## config.mk

```make
export PLATFORM = sky130hd
export DESIGN_NAME = mux4_rr_arbiter
export DESIGN_NICKNAME = d
export VERILOG_FILES = /design/src/rtl/mux_pkg.sv /design/src/rtl/rr_pick4.sv /design/src/rtl/mux4_rr_arbiter.sv
export SDC_FILE = /design/constraint.sdc
export NUM_CORES = 1
export LEC_CHECK = 0
export ABC_CLOCK_PERIOD_IN_PS = 6700
export BUFFER_PORTS_ARGS = -buffer_cell sky130_fd_sc_hd__clkbuf_2
export CAP_MARGIN = 10
export CORE_ASPECT_RATIO = 0.5
export CORE_MARGIN = 2
export CORE_UTILIZATION = 40
export CTS_BUF_LIST = sky130_fd_sc_hd__clkbuf_8
export DETAILED_ROUTE_END_ITERATION = 8
export GPL_TIMING_DRIVEN = 0
export PLACE_DENSITY = 0.69
export SETUP_SLACK_MARGIN = 0.05
export SLEW_MARGIN = 20
export SYNTH_ARGS = -nofsm -noshare
export SYNTH_HDL_FRONTEND = slang
export SYNTH_HIERARCHICAL = 1
export SYNTH_SLANG_ARGS = --single-unit
```

## constraint.sdc

```tcl
create_clock -name clk -period 6.7 [get_ports clk]
set_input_delay 0.335 -clock clk [delete_from_list [all_inputs] [get_ports clk]]
set_output_delay 0.335 -clock clk [all_outputs]
set_load 0.05 [all_outputs]
```

## src/rtl/mux_pkg.sv

```systemverilog
// rtl/mux_pkg.sv - shared constants and lock-state type for the 4-channel round-robin arbiter
package mux_pkg;
    localparam int MUX_WIDTH     = 16;
    localparam int MUX_SEL_WIDTH = 2;
    localparam int MUX_NUM_CH    = 4;

    typedef enum logic {
        UNLOCKED = 1'b0,
        LOCKED   = 1'b1
    } lock_state_t;
endpackage

```

## src/rtl/rr_pick4.sv

```systemverilog
// rtl/rr_pick4.sv - combinational 4-way rotating-priority picker
// Priority starts at ptr+1 and wraps, so the last winner is served last.
module rr_pick4
    import mux_pkg::*;
(
    input  logic [MUX_NUM_CH-1:0]    req,
    input  logic [MUX_SEL_WIDTH-1:0] ptr,
    output logic [MUX_NUM_CH-1:0]    grant,
    output logic [MUX_SEL_WIDTH-1:0] idx,
    output logic                     any
);
    always_comb begin
        logic [MUX_SEL_WIDTH-1:0] cand;
        grant = '0;
        idx   = '0;
        any   = 1'b0;
        cand  = '0;
        // Walk from lowest to highest priority so the highest-priority hit is written last.
        for (int k = MUX_NUM_CH; k >= 1; k--) begin
            cand = ptr + MUX_SEL_WIDTH'(k);
            if (req[cand]) begin
                grant       = '0;
                grant[cand] = 1'b1;
                idx         = cand;
                any         = 1'b1;
            end
        end
    end
endmodule

```

## src/rtl/mux4_rr_arbiter.sv

```systemverilog
// rtl/mux4_rr_arbiter.sv - 4-channel round-robin arbiter with burst lock and registered output
module mux4_rr_arbiter
    import mux_pkg::*;
#(
    parameter int WIDTH     = MUX_WIDTH,
    parameter int SEL_WIDTH = MUX_SEL_WIDTH,
    parameter int NUM_CH    = MUX_NUM_CH
) (
    input  logic                 clk,
    input  logic                 rst,
    input  logic [NUM_CH-1:0]    in_valid,
    input  logic [NUM_CH-1:0]    in_last,
    input  logic [WIDTH-1:0]     data0,
    input  logic [WIDTH-1:0]     data1,
    input  logic [WIDTH-1:0]     data2,
    input  logic [WIDTH-1:0]     data3,
    output logic [NUM_CH-1:0]    in_ready,
    output logic                 out_valid,
    input  logic                 out_ready,
    output logic [WIDTH-1:0]     out_data,
    output logic                 out_last,
    output logic [SEL_WIDTH-1:0] out_sel
);
    lock_state_t          state_q, state_d;
    logic [SEL_WIDTH-1:0] lock_ch_q, lock_ch_d;
    logic [SEL_WIDTH-1:0] ptr_q, ptr_d;
    logic                 out_valid_q, out_valid_d;
    logic [WIDTH-1:0]     out_data_q, out_data_d;
    logic                 out_last_q, out_last_d;
    logic [SEL_WIDTH-1:0] out_sel_q, out_sel_d;

    logic [NUM_CH-1:0]    pick_grant;
    logic [SEL_WIDTH-1:0] pick_idx;
    logic                 pick_any;

    logic                 load;
    logic                 accept;
    logic [NUM_CH-1:0]    grant_vec;
    logic [SEL_WIDTH-1:0] g_idx;
    logic                 g_any;
    logic [WIDTH-1:0]     g_data;
    logic                 g_last;

    rr_pick4 u_pick (
        .req   (in_valid),
        .ptr   (ptr_q),
        .grant (pick_grant),
        .idx   (pick_idx),
        .any   (pick_any)
    );

    // Grant depends only on valids, lock state and output occupancy, never on payload.
    always_comb begin
        load      = !out_valid_q || out_ready;
        grant_vec = '0;
        if (state_q == LOCKED) begin
            g_idx            = lock_ch_q;
            g_any            = in_valid[lock_ch_q];
            grant_vec[g_idx] = g_any;
        end else begin
            g_idx     = pick_idx;
            g_any     = pick_any;
            grant_vec = pick_grant;
        end
        accept   = load && g_any;
        in_ready = load ? grant_vec : '0;
    end

    always_comb begin
        case (g_idx)
            2'd0:    g_data = data0;
            2'd1:    g_data = data1;
            2'd2:    g_data = data2;
            default: g_data = data3;
        endcase
        g_last = in_last[g_idx];
    end

    always_comb begin
        state_d     = state_q;
        lock_ch_d   = lock_ch_q;
        ptr_d       = ptr_q;
        out_valid_d = out_valid_q;
        out_data_d  = out_data_q;
        out_last_d  = out_last_q;
        out_sel_d   = out_sel_q;
        if (accept) begin
            out_valid_d = 1'b1;
            out_data_d  = g_data;
            out_last_d  = g_last;
            out_sel_d   = g_idx;
            ptr_d       = g_idx;
            if (state_q == UNLOCKED && !g_last) begin
                state_d   = LOCKED;
                lock_ch_d = g_idx;
            end else if (state_q == LOCKED && g_last) begin
                state_d = UNLOCKED;
            end
        end else if (out_ready) begin
            out_valid_d = 1'b0;
        end
    end

    always_ff @(posedge clk or posedge rst) begin
        if (rst) begin
            state_q     <= UNLOCKED;
            lock_ch_q   <= '0;
            ptr_q       <= SEL_WIDTH'(NUM_CH - 1);
            out_valid_q <= 1'b0;
            out_data_q  <= '0;
            out_last_q  <= 1'b0;
            out_sel_q   <= '0;
        end else begin
            state_q     <= state_d;
            lock_ch_q   <= lock_ch_d;
            ptr_q       <= ptr_d;
            out_valid_q <= out_valid_d;
            out_data_q  <= out_data_d;
            out_last_q  <= out_last_d;
            out_sel_q   <= out_sel_d;
        end
    end

    assign out_valid = out_valid_q;
    assign out_data  = out_data_q;
    assign out_last  = out_last_q;
    assign out_sel   = out_sel_q;
endmodule

```

==> load_flow_metrics.sql <==
INSERT INTO impl_metrics (metric_group, metric, value, unit) VALUES
('setup_path', 'timing.critical_path.from_type', 'flip-flop', ''),
('placed_design', 'dp_hpwl', '4350', 'um'),
('clocking', 'worstSkewPairLatency', '0.27', 'ns'),
('power_and_ir_drop', 'design_power_total', '0.00178', 'W'),
('setup_path', 'critPathBufInv', '4', ''),
('setup_path', 'critPathTopFamily', 'multiplexers', ''),
('synthesis', 'synth_largest_area_cell', 'mux2i_1', ''),
('synthesis', 'ys.warnings.count', '6', ''),
('floorplanning', 'initial_cell_density_of_the_core', '41.4', '%'),
('synthesis', 'syn-cell-area', '0.00227', 'mm^2'),
('routing', 'drt_iter0_drc', '101', ''),
('global_routing', 'grt.overflow.total', '0', ''),
('sta', 'final_min_period_over_clock_period', '62.1', '%'),
('setup_path', 'worstSetupEndpointType', 'flip-flop', ''),
('layout', 'antenna_cells', '0', ''),
('synthesis', 'cells_after_synth', '210', ''),
('synthesis', 'primary_flip_flop_cell_chosen_by_synthesis_mapping', 'dfrtp_1', ''),
('layout', 'area_delta_synth_final', '27.6', '%'),
('layout', 'fraction_of_layout_instances_using_a_drive_strength_above_1', '47.8', '%'),
('routing', 'routedWlPerCell', '14.2', 'um'),
('routing', 'drt_drc_violations_left', '0', ''),
('clocking', 'tritoncts', 'done', ''),
('setup_path', 'crit_path_cell_trace', 'buf_2 > inv_1 > ha_1 > buf_6 > mux4_2 > a221o_1 > a221oi_2 > mux2i_1 > buf_2 > mux2_2 > ha_1 > nor3_1 > mux2_2', ''),
('placed_design', 'place_congestion', '0.864', ''),
('clocking', 'number_of_clock_buffers_inserted_by_tritoncts', '3', ''),
('setup_path', 'slowest_stage', 'dfstp_2', ''),
('min_path', 'timing.hold.worst.class', 'in -> async', ''),
('layout', 'num-nets-final', '395', ''),
('floorplanning', 'rows', '19', ''),
('sta', 'worst_slew_margin_rel', '39.6', '%'),
('routing', 'detailed_route_vias_per_instance', '5.12', ''),
('power_and_ir_drop', 'power.sequential.fraction', '16.6', '%'),
('synthesis', 'synth.distinct_cells', '40', ''),
('sta', 'totalNegativeSetupSlack', '0', 'ns'),
('floorplanning', 'floorplan.io_pins', '99', ''),
('global_routing', 'grt_pass1_vias', '1903', ''),
('clocking', 'cts_repair_resize_count', '0', ''),
('floorplanning', 'placeableCoreArea', '0.00549', 'mm^2'),
('status', 'run_status', 'complete, no violations', ''),
('sta', 'clock-skew-final', '0.00353', 'ns'),
('synthesis', 'avgSynthCellArea', '10.8', 'um^2'),
('setup_path', 'crit_path_max_incr_delay', '0.64', 'ns'),
('global_routing', 'initial_antenna_violation_count', '0', ''),
('clocking', 'cts.sink_count', '25', ''),
('power_and_ir_drop', 'power_leakage', '1.55', 'nW'),
('global_routing', 'gr-usage-all-layers', '17.0', '%'),
('floorplanning', 'die-width', '111', 'um'),
('sta', 'tightest_slew', '0.906', 'ns'),
('global_routing', 'grt_pass1_wl', '8830', 'um'),
('synthesis', 'ys_ff_latch', '25', ''),
('sta', 'slew_violations', '0', ''),
('routing', 'drt_wl_total', '5470', 'um'),
('synthesis', 'synth.top_cells.by_count', 'mux2i_1 (60), dfrtp_1 (23), mux2_4 (16), inv_1 (12), nand4_1 (8)', ''),
('floorplanning', 'die-area', '0.00634', 'mm^2'),
('placed_design', 'port_buffers', '98', ''),
('power_and_ir_drop', 'p_comb_share', '78.5', '%'),
('power_and_ir_drop', 'power.share.clock', '4.8', '%'),
('clocking', 'postCtsSetupBuffers', '0', ''),
('layout', 'num-fill-cells', '504', ''),
('sta', 'fin_crit', '4.16', 'ns'),
('placed_design', 'dp.cells', '381', ''),
('job', 'drv_cap', '0', ''),
('sta', 'setup_viol', '0', ''),
('power_and_ir_drop', 'power.switching_fraction', '50.8', '%'),
('setup_path', 'crit_arrival', '4.32', 'ns'),
('synthesis', 'synthArstFlopShare', '100', '%'),
('clocking', 'cts-root-to-sink-buffers', '2', ''),
('sta', 'rsz0062_at_grt', 'false', ''),
('clocking', 'post_cts_hold_buffer_count', '0', ''),
('synthesis', 'post-synth-top-count-cell', 'mux2i_1', ''),
('power_and_ir_drop', 'power_report.internal_total', '0.000876', 'W');
## routing by layer
metal / share of wire [%] / track usage, %
met1: 44 / 21.7
met2: 51 / 31.3
met3: 4.2 / 2.66
met4: 0.70 / 3.75
met5: 0 / 0
## worst paths after layout
path	start	endpoint	slack, ns	cells after the start
worst min-delay path	rst	out_data[2]$_DFFE_PP0P_	0.23	2
worst max register to register	ptr_q[0]$_DFFE_PP1P_	state_q$_DFFE_PP0P_	2.54	13
worst min register to register	out_data[15]$_DFFE_PP0P_	out_data[15]$_DFFE_PP0P_	0.52	1
min in group clk	data3[5]	out_data[5]$_DFFE_PP0P_	0.48	4
max in group asynchronous	rst	out_data[12]$_DFFE_PP0P_	5.91	2
worst max-delay path	ptr_q[0]$_DFFE_PP1P_	state_q$_DFFE_PP0P_	2.54	13
## flip-flops by register name (all words and copies together) (netlist names)
| register | cells |
|---|---|
| lock_ch_q | 2 |
| out_data | 16 |
| state_q | 1 |
| ptr_q | 2 |
| out_valid | 1 |
| out_sel | 2 |
| out_last | 1 |
## power by group through the flow
stage	Combinational (W)	Sequential, W	Clock, W
after floorplan	0.000935	0.000501	0
after global placement	0.00138	0.000296	0
after detailed placement	0.00141	0.000298	0
after CTS	0.00141	0.000296	0.0000888
after global routing	0.00150	0.000306	0.0000960
final	0.00140	0.000296	0.0000861
## layout make-up
class	count	area, um^2	area share (%)
Multi-Input combinational cell	156	1470	50.8
Clock buffer	3	41.3	1.42
Clock inverter	1	3.75	0.129
Buffer	17	128	4.40
Tap cell	73	91.3	3.15
Inverter	12	45.0	1.55
Sequential cell	25	628	21.6
Timing Repair Buffer	98	490	16.9
## per-stage QoR
stage / utilization (%) / hold WS [ns] / setup WS (ns) / cell area, um^2
global placement: 52.0 / 0.496 / 2.56 / 2860
CTS: 52.8 / 0.266 / 2.51 / 2900
detailed placement: 52.0 / 0.497 / 2.52 / 2860
floorplan: - / 0.361 / 2.97 / 2270
global route: 52.8 / 0.339 / 2.26 / 2900
finish: 52.8 / 0.231 / 2.54 / 2900
## layout by cell type, fill, tap and decap left out, types with 2 or more instances in the layout
master	count
buf_6	5
dfstp_2	2
a31oi_1	4
ha_1	7
mux2i_1	60
o22ai_1	2
a21oi_1	6
mux4_2	2
mux2_2	6
nor2_1	7
nand2_1	7
o211ai_1	2
or3b_2	2
dfrtp_1	23
buf_2	5
nand4_1	8
nor3_1	2
mux2_4	16
clkbuf_8	3
inv_1	13
a22oi_1	4
buf_4	5
clkbuf_2	99
o21ai_0	5
## cell families (layout without fill, tap and decap cells)
kind of cell | after synthesis | in the layout | share of synthesized area (%)
muxes | 86 | 86 | 44.1
xor gates and xnor gates | 1 | 1 | 0.385
and+or+nand+nor | 35 | 35 | 8.69
DFF | 25 | 25 | 27.6
buffers and inverters | 29 | 131 | 7.59
adders and majority gates | 7 | 7 | 3.85
AOI/OAI and AO/OA | 27 | 27 | 7.81
No activity file was read; power rests on OpenSTA's default activity.
